===== src/rtl/rule90_pkg.sv =====
// ----------------------------------------------------------------------------
// rule90_pkg
// Shared definitions for the Rule 90 inverse engine: the default cell count,
// the default width of the generation-count input, and the controller states.
// ----------------------------------------------------------------------------
package rule90_pkg;

   localparam int N_DEFAULT  = 512;
   localparam int SW_DEFAULT = 8;

   typedef enum logic [0:0] {
      IDLE = 1'b0,
      RUN  = 1'b1
   } state_t;

endpackage


===== src/rtl/rule90_inverse_if.sv =====
// ----------------------------------------------------------------------------
// rule90_inverse_if
// Request/result bundle of the Rule 90 inverse engine.
//   start  - request strobe, only honoured while the engine is idle
//   data   - Rule 90 state whose predecessor is wanted
//   steps  - number of backward generations
//   busy   - engine is computing
//   done   - one-cycle completion pulse
//   q      - predecessor result, held between completions
// master: requester side, slave: engine side.
// ----------------------------------------------------------------------------
interface rule90_inverse_if
   import rule90_pkg::*;
#(
   parameter int N  = N_DEFAULT,
   parameter int SW = SW_DEFAULT
);

   logic          start;
   logic [N-1:0]  data;
   logic [SW-1:0] steps;
   logic          busy;
   logic          done;
   logic [N-1:0]  q;

   modport master (
      output start,
      output data,
      output steps,
      input  busy,
      input  done,
      input  q
   );

   modport slave (
      input  start,
      input  data,
      input  steps,
      output busy,
      output done,
      output q
   );

endinterface


===== src/rtl/rule90_inverse.sv =====
// ----------------------------------------------------------------------------
// rule90_inverse
// Computes the unique predecessor of a zero-boundary Rule 90 state, repeated
// for a requested number of generations.
//   clk    - single clock, rising edge
//   reset  - asynchronous, active-high
//   bus    - rule90_inverse_if slave port (start/data/steps in,
//            busy/done/q out)
//
// With next[i] = prev[i-1] ^ prev[i+1] and zero boundaries, the odd cells of
// prev form a chain starting from next[0] and walking upward, and the even
// cells form a chain starting from next[N-1] and walking downward. Each RUN
// cycle advances both chains by one cell, so a generation takes N/2 cycles.
// ----------------------------------------------------------------------------
module rule90_inverse
   import rule90_pkg::*;
#(
   parameter int N  = N_DEFAULT,
   parameter int SW = SW_DEFAULT
)(
   input  logic            clk,
   input  logic            reset,
   rule90_inverse_if.slave bus
);

   // k counts cell pairs (0..N/2-1); 2k needs exactly one more bit, which for
   // an even N is also the width of a cell index.
   localparam int KW = $clog2(N / 2);
   localparam int IW = KW + 1;

   localparam logic [KW-1:0] K_ZERO  = {KW{1'b0}};
   localparam logic [KW-1:0] K_ONE   = KW'(1);
   localparam logic [KW-1:0] K_LAST  = KW'(N / 2 - 1);
   localparam logic [IW-1:0] I_ONE   = IW'(1);
   localparam logic [IW-1:0] I_TOP   = IW'(N - 1);
   localparam logic [SW-1:0] G_ZERO  = {SW{1'b0}};
   localparam logic [SW-1:0] G_ONE   = SW'(1);
   localparam logic [N-1:0]  V_ZERO  = {N{1'b0}};

   state_t        state;
   logic [N-1:0]  cur;
   logic [N-1:0]  w;
   logic [N-1:0]  w_next;
   logic [N-1:0]  result;
   logic [KW-1:0] k;
   logic [SW-1:0] gen;
   logic          busy_flag;
   logic          done_flag;

   logic [IW-1:0] k2;
   logic [IW-1:0] odd_idx;
   logic [IW-1:0] odd_prev;
   logic [IW-1:0] even_src;
   logic [IW-1:0] even_idx;
   logic [IW-1:0] even_prev;
   logic          odd_val;
   logic          even_val;

   assign bus.busy = busy_flag;
   assign bus.done = done_flag;
   assign bus.q    = result;

   // Resolve odd cell 2k+1 and even cell N-2-2k of the predecessor this cycle.
   always_comb begin
      k2        = {k, 1'b0};
      odd_idx   = k2 + I_ONE;
      odd_prev  = k2 - I_ONE;
      even_src  = I_TOP - k2;
      even_idx  = even_src - I_ONE;
      // Wraps to N-2k modulo 2^IW; only used when k >= 1, where it is in range.
      even_prev = even_src + I_ONE;
      if (k == K_ZERO) begin
         odd_val  = cur[0];
         even_val = cur[N-1];
      end else begin
         odd_val  = cur[k2] ^ w[odd_prev];
         even_val = cur[even_src] ^ w[even_prev];
      end
      w_next           = w;
      w_next[odd_idx]  = odd_val;
      w_next[even_idx] = even_val;
   end

   // Controller: request capture, per-cycle pair resolution, generation count.
   always_ff @(posedge clk or posedge reset) begin
      if (reset) begin
         state     <= IDLE;
         cur       <= V_ZERO;
         w         <= V_ZERO;
         result    <= V_ZERO;
         k         <= K_ZERO;
         gen       <= G_ZERO;
         busy_flag <= 1'b0;
         done_flag <= 1'b0;
      end else begin
         done_flag <= 1'b0;
         case (state)
            IDLE: begin
               if (bus.start) begin
                  if (bus.steps != G_ZERO) begin
                     cur       <= bus.data;
                     gen       <= bus.steps;
                     k         <= K_ZERO;
                     busy_flag <= 1'b1;
                     state     <= RUN;
                  end else begin
                     // Zero generations: the input is its own answer.
                     result    <= bus.data;
                     done_flag <= 1'b1;
                  end
               end
            end
            RUN: begin
               w <= w_next;
               if (k == K_LAST) begin
                  cur <= w_next;
                  k   <= K_ZERO;
                  if (gen == G_ONE) begin
                     gen       <= G_ZERO;
                     result    <= w_next;
                     done_flag <= 1'b1;
                     busy_flag <= 1'b0;
                     state     <= IDLE;
                  end else begin
                     gen <= gen - G_ONE;
                  end
               end else begin
                  k <= k + K_ONE;
               end
            end
            default: begin
               state     <= IDLE;
               busy_flag <= 1'b0;
            end
         endcase
      end
   end

endmodule


===== src/flat_wrapper.sv =====
// flat-port wrapper written by rule: the top's interface ports become plain ports
module rule90_inverse_flat import rule90_pkg::*;
#(
   parameter int N  = N_DEFAULT,
   parameter int SW = SW_DEFAULT
)
  (clk, reset, bus_start, bus_data, bus_steps, bus_busy, bus_done, bus_q);
  rule90_inverse_if #(.N(N), .SW(SW)) bus_i ();
  input  logic clk;
  input  logic reset;
  input wire logic [$bits(bus_i.start)-1:0] bus_start;
  input wire logic [$bits(bus_i.data)-1:0] bus_data;
  input wire logic [$bits(bus_i.steps)-1:0] bus_steps;
  output wire logic [$bits(bus_i.busy)-1:0] bus_busy;
  output wire logic [$bits(bus_i.done)-1:0] bus_done;
  output wire logic [$bits(bus_i.q)-1:0] bus_q;
  assign bus_i.start = bus_start;
  assign bus_i.data = bus_data;
  assign bus_i.steps = bus_steps;
  assign bus_busy = bus_i.busy;
  assign bus_done = bus_i.done;
  assign bus_q = bus_i.q;
  rule90_inverse #(.N(N), .SW(SW)) u_core (.clk(clk), .reset(reset), .bus(bus_i));
endmodule

===== config.mk =====
export PLATFORM = sky130hd
export DESIGN_NAME = rule90_inverse_flat
export DESIGN_NICKNAME = d
export VERILOG_FILES = /design/src/rtl/rule90_pkg.sv /design/src/rtl/rule90_inverse_if.sv /design/src/rtl/rule90_inverse.sv /design/src/flat_wrapper.sv
export SDC_FILE = /design/constraint.sdc
export NUM_CORES = 2
export LEC_CHECK = 0
export CAP_MARGIN = 5
export CORE_ASPECT_RATIO = 0.7
export CORE_UTILIZATION = 50
export CTS_BUF_LIST = sky130_fd_sc_hd__clkbuf_8 sky130_fd_sc_hd__clkbuf_16
export CTS_CLUSTER_SIZE = 16
export DETAILED_ROUTE_END_ITERATION = 7
export GPL_ROUTABILITY_DRIVEN = 0
export PLACE_DENSITY = 0.85
export SYNTH_ARGS = -nofsm -noshare
export SYNTH_HDL_FRONTEND = slang
export SYNTH_SLANG_ARGS = --single-unit

===== constraint.sdc =====
create_clock -name clk -period 61.2 [get_ports clk]
set_input_delay 9.18 -clock clk [delete_from_list [all_inputs] [get_ports clk]]
set_output_delay 9.18 -clock clk [all_outputs]
set_load 0.05 [all_outputs]

### After elaboration in Yosys (flattened, before gate mapping)

Cells that the tools add are included.

| storage, ports and cells | value |
|---|---|
| input port bits | 523 |
| logic and storage cells | 90 |
| register bits after elaboration | 1555 |

| cells by class | value |
|---|---|
| reductions and logical operators | 8 |
| multiplexer cells | 49 |
| add/sub/neg operators | 7 |
| equality and inequality tests | 7 |
| magnitude comparators | 8 |
| bitwise operators | 3 |

Operator list:

| cell | count |
|---|---|
| $mux 512 | 7 |
| $pmux 512 s2 | 2 |
| $bwmux 512 | 2 |
| $lt 9x10->1 const B | 6 |
| $mux 8 | 7 |
| $pmux 8 s2 | 2 |
| $bmux 1 s9 | 3 |
| $mux 1 | 20 |
| $add 9x1->9 const B | 2 |
| $demux 1 s9 | 2 |
| $ge 9x1->1 const B | 2 |
| $sub 9x1->9 const B | 2 |
| $sub 9x9->9 const A | 1 |
| $add 8x1->8 const B | 1 |
| $bmux 1 s8 | 1 |
| $eq 8x1->1 const B | 1 |
| $eq 8x8->1 const B | 1 |
| $logic_not 8->1 | 1 |
| $ne 2x2->1 const B | 4 |
| $reduce_and 4->1 | 2 |
| $reduce_bool 8->1 | 1 |
| $sub 8x1->8 const B | 1 |
| $pmux 1 s2 | 3 |
| $reduce_and 3->1 | 1 |
| other kinds (5) | 7 |

### Logic depth before layout (Yosys ltp)

| depth | value |
|---|---|
| depth in word-level cells | 10 |
| gate-level depth with buffers | 22 |

### Least setup slack after synthesis

OpenSTA, ideal clock, no wires.

| path | value |
|---|---|
| path kind | input -> register |
| start | in bus_steps[6] |
| end | reg u_core.result[364] (netlist: u_core.bus.q[364]) |
| arrival | 10926 ps |
| library setup time | 141 ps |
| setup slack | 50133 ps |
| cell stages on the path | 9 |
| buffers on the path | 4 |
| cells stage by stage | nor4_1 -> and3_1 -> clkbuf_1 -> nor2_1 -> clkinv_1 -> buf_2 -> buf_2 -> buf_1 -> a31oi_1 |

| between the ends | value |
|---|---|
| cells in the longest elaborated chain, start to end | 3 |

RTL lines:

| element | RTL line | source |
|---|---|---|
| start, declared | flat_wrapper.sv:13 | `input wire logic [$bits(bus_i.steps)-1:0] bus_steps;` |
| $reduce_bool 8->1 | rule90_inverse.sv:100 | `if (bus.steps != G_ZERO) begin` |
| $ne 2x2->1 (no line) | n/a |  |
| $reduce_and 4->1 (no line) | n/a |  |
| end signal, assigned | rule90_inverse.sv:108 | `result <= bus.data;` |
| end signal, assigned | rule90_inverse.sv:120 | `result <= w_next;` |
| end, declared | rule90_inverse.sv:44 | `logic [N-1:0] result;` |

Every way passes these cells.
A chain may end at the register's enable or synchronous reset.

### Worst setup path after layout

| path | value |
|---|---|
| start | in bus_start |
| end | reg u_core.cur[140] |

| between the ends | value |
|---|---|
| cells in the longest elaborated chain, start to end | 2 |

RTL lines:

| element | RTL line | source |
|---|---|---|
| start, declared | flat_wrapper.sv:11 | `input wire logic [$bits(bus_i.start)-1:0] bus_start;` |
| $ne 2x2->1 (no line) | n/a |  |
| $reduce_and 3->1 (no line) | n/a |  |
| end signal, assigned | rule90_inverse.sv:101 | `cur <= bus.data;` |
| end signal, assigned | rule90_inverse.sv:116 | `cur <= w_next;` |
| end, declared | rule90_inverse.sv:41 | `logic [N-1:0] cur;` |

Every way passes these cells.

==> metrics <==
outcome finished, violations left; failing checks design-rule violations, max-capacitance violations, max-slew violations; most common cell after layout, fill and taps aside dfrtp_1; WP data required slightly above 60 ns; largest net degree at the start of global routing a little under 300; remaining global-route overflow 0; class of the worst hold path flip-flop to flip-flop; syn_nets 8839; final worst slack 45.98 ns; Post-DP Area between 80000 and 90000 um2; CTS Hold Bufs 0; Cell Int Power between 1500 and 2000 uW; asr flop ratio synth 1.00; R2R Path End u_core.w[96]; GR peak layer met2; Starting DRT DRC Count approximately 12000; Synth Register Bits ~1600; setup bufs post-CTS 0; routing usage on met3 0.163; clock slew at reported path FFs about 0.06 ns; CTS tree yes; post-synthesis cell type count 72; critical path class primary input to flip-flop; CTS root buf clkbuf_16; Pins Over Slew Limit 9; WHS Endpoint u_core.cur[2]; sequential area share after synthesis 0.499; GRT Total Usage 0.413; Crit. End Element flip-flop; Skew-Pair Late Insertion Delay roughly 0.86 ns; Die Footprint ~160000 um2; Leak Pwr approximately 0.037 uW; top-area cell type share of the netlist area 0.499; Period Utilization, post-route 0.249; Post-synth EDFFs 0; reg2reg start u_core.k[0]; TritonCTS buffer count 153; Placeable Area about 150000 um2; design area approximately 94000 um2; Initial Util 0.507; DIE HEIGHT about 330 um; first-pass GRT wire length 480000 um; clk buf depth 3; Data arrival, critical path roughly 16 ns; Vias between 70000 and 80000; commonest cells after routing, fill and taps aside 1550 x dfrtp_1, 1453 x o21ai_0, 1355 x nand2_1; ANT nets after route 0; R2R depth 16; # IOs 1037; Power Density about 37 nW/um2; Fin. Hold Viols 0; mean number of vias per cell slightly below 7; number of global-route vias before repair 73749; hold wc startpoint u_core.cur[2]; yosys warns 0; NetSw 1480 uW; Sw Share 0.426; routed wire length about 330000 um; RSZ-0062 raised after global routing false; worst hold stages 2; worst slew pin tran 1.56 ns; gate count after technology mapping around 8300; highest clock rate between 60 and 70 MHz; WL/cell between 30 and 40 um; initial antenna violation count 17; htree depth 4; # setup viols final 0; row cnt 120; met2 Resource Use GR 0.636; Synth Flop Type dfrtp_1; Slew HR -0.0437; pre-CTS WS approximately 46 ns; MaxCap Viol Count 2; layout cells sized above 1 0.0822; reg2reg setup slack approximately 52 ns; largest fanout on the critical path between 200 and 300; Startpoint Class primary input; VDD IR-drop max ~0.00013 V; total negative slack 0 ns; cts repair resizes 0; Clock Skew just under 0.07 ns; Final Net Count ~9400; Seq pwr share 0.356; Clk network pwr share 0.285; Sinks on Clock Net approximately 1600; First-pass DRT Iterations 8; synth-to-layout area growth 20.6%; # port buffers 1036; combinational power share 0.358; HPWL Detailed around 230000 um; Area contributors post-synth dfrtp_1 50%, o21ai_0 9.3%, mux4_2 8.0%; grt met1 use 0.455; Die X 474 um; Mapped Area 78000 um2; post-layout min period between 15 and 20 ns; DRC viols 83; synthesized area per cell 9.38 um2; area leader, netlist dfrtp_1
kinds of logic (layout without fill, tap and decap cells):
| kind of cell | count (synthesis) | after routing | share of synthesized area |
|---|---|---|---|
| flip-flops | 1555 | 1555 | 0.499 |
| adder cells (fa/ha/maj) | 7 | 7 | 0.00112 |
| AND/OR/NAND/NOR | 2216 | 2216 | 0.118 |
| AO/OA/AOI/OAI | 3280 | 3280 | 0.246 |
| other | 0 | 10 | 0 |
| XOR/XNOR | 14 | 14 | 0.00176 |
| buffers and inverters | 935 | 1582 | 0.0508 |
| multiplexers | 302 | 302 | 0.0831 |
cells in the mapped netlist (4+ instances only):
| master | count |
|---|---|
| a2111oi_0 | 5 |
| a211oi_1 | 11 |
| a21oi_1 | 362 |
| a221o_1 | 6 |
| a221oi_1 | 7 |
| a22o_1 | 8 |
| a22oi_1 | 128 |
| a31oi_1 | 520 |
| and2_0 | 7 |
| and2_1 | 20 |
| and3_1 | 24 |
| buf_1 | 40 |
| buf_2 | 80 |
| buf_4 | 12 |
| buf_6 | 37 |
| clkbuf_1 | 607 |
| clkbuf_2 | 14 |
| dfrtp_1 | 1555 |
| ha_1 | 7 |
| inv_1 | 140 |
| mux2_2 | 6 |
| mux2i_1 | 20 |
| mux4_2 | 276 |
| nand2_1 | 1369 |
| nand2b_1 | 11 |
| nand3_1 | 35 |
| nand4_1 | 9 |
| nor2_1 | 430 |
| nor2b_1 | 153 |
| nor3_1 | 130 |
| nor3b_1 | 6 |
| nor4_1 | 7 |
| o21a_1 | 187 |
| o21ai_0 | 1453 |
| o21ai_1 | 170 |
| o21ai_2 | 30 |
| o22a_1 | 203 |
| o22ai_1 | 138 |
| o31ai_1 | 22 |
| or2_2 | 4 |
| or3_1 | 4 |
| xnor2_1 | 8 |
| xor2_1 | 4 |
power groups by stage:
stage / clock network, uW / logic [uW] / registers, uW
after floorplan: 0 / 837 / 1200
after global placement: 0 / 1140 / 1240
after detailed placement: 0 / 1150 / 1250
after CTS: 988 / 1160 / 1230
after global routing: 1030 / 1260 / 1240
final: 992 / 1250 / 1240
through the flow:
stage | std cells | utilization | total power [uW] | hold WS, ns
final | 11040 | 0.611 | 3480 | 0.480
after detailed placement | 10752 | 0.577 | 2400 | 0.467
after CTS | 11028 | 0.611 | 3380 | 0.480
after global placement | 10752 | 0.577 | 2380 | 0.461
after global routing | 11037 | 0.611 | 3540 | 0.509
after floorplan | 8309 | - | 2040 | 0.442
sequential cells by signal (all words and copies together), names as in the netlist:
register,flops
u_core.bus.busy,1
u_core.bus.done,1
u_core.bus.q,512
u_core.cur,512
u_core.gen,8
u_core.k,8
u_core.state,1
u_core.w,512
worst max path at each step:
stage / from / to / slack (ns) / cells past startpoint
2_1_floorplan: reset / u_core.bus.busy / 8.15 / 1
3_3_place_gp: bus_start / u_core.bus.q[152] / 45.86 / 12
3_5_place_dp: bus_start / u_core.bus.q[112] / 45.57 / 12
4_1_cts: bus_start / u_core.bus.q[112] / 46.42 / 12
5_1_grt: bus_start / u_core.bus.q[52] / 45.69 / 12
6_report: bus_start / u_core.cur[140] / 45.98 / 12
cell type report:
class	instances	area, um2
fill	12151	59900
sequential	1555	38900
multi-input combinational	5819	35300
timing repair buffer	1162	11500
clock buffer	186	4320
tap	2074	2590
clock inverter	90	848
inverter	144	556
antenna	10	25.0
worst max-delay path, cell delays in order:
cell	delay, ns
clkdlybuf4s50_1	0.48
nor2b_1	0.61
nand2_2	0.22
nand2_4	0.59
buf_4	0.73
buf_4	0.69
buf_4	0.72
buf_4	0.93
buf_12	0.70
nand2_1	0.17
o21ai_0	0.16
a31oi_1	0.08
routing by layer:
layer / vias up / wire [um]
met5: - / 266
li1: 31061 / -
met4: 30 / 34400
met1: 36161 / 104000
met2: 6499 / 149000
met3: 1975 / 45300
No activity file was read; power rests on OpenSTA's default activity.
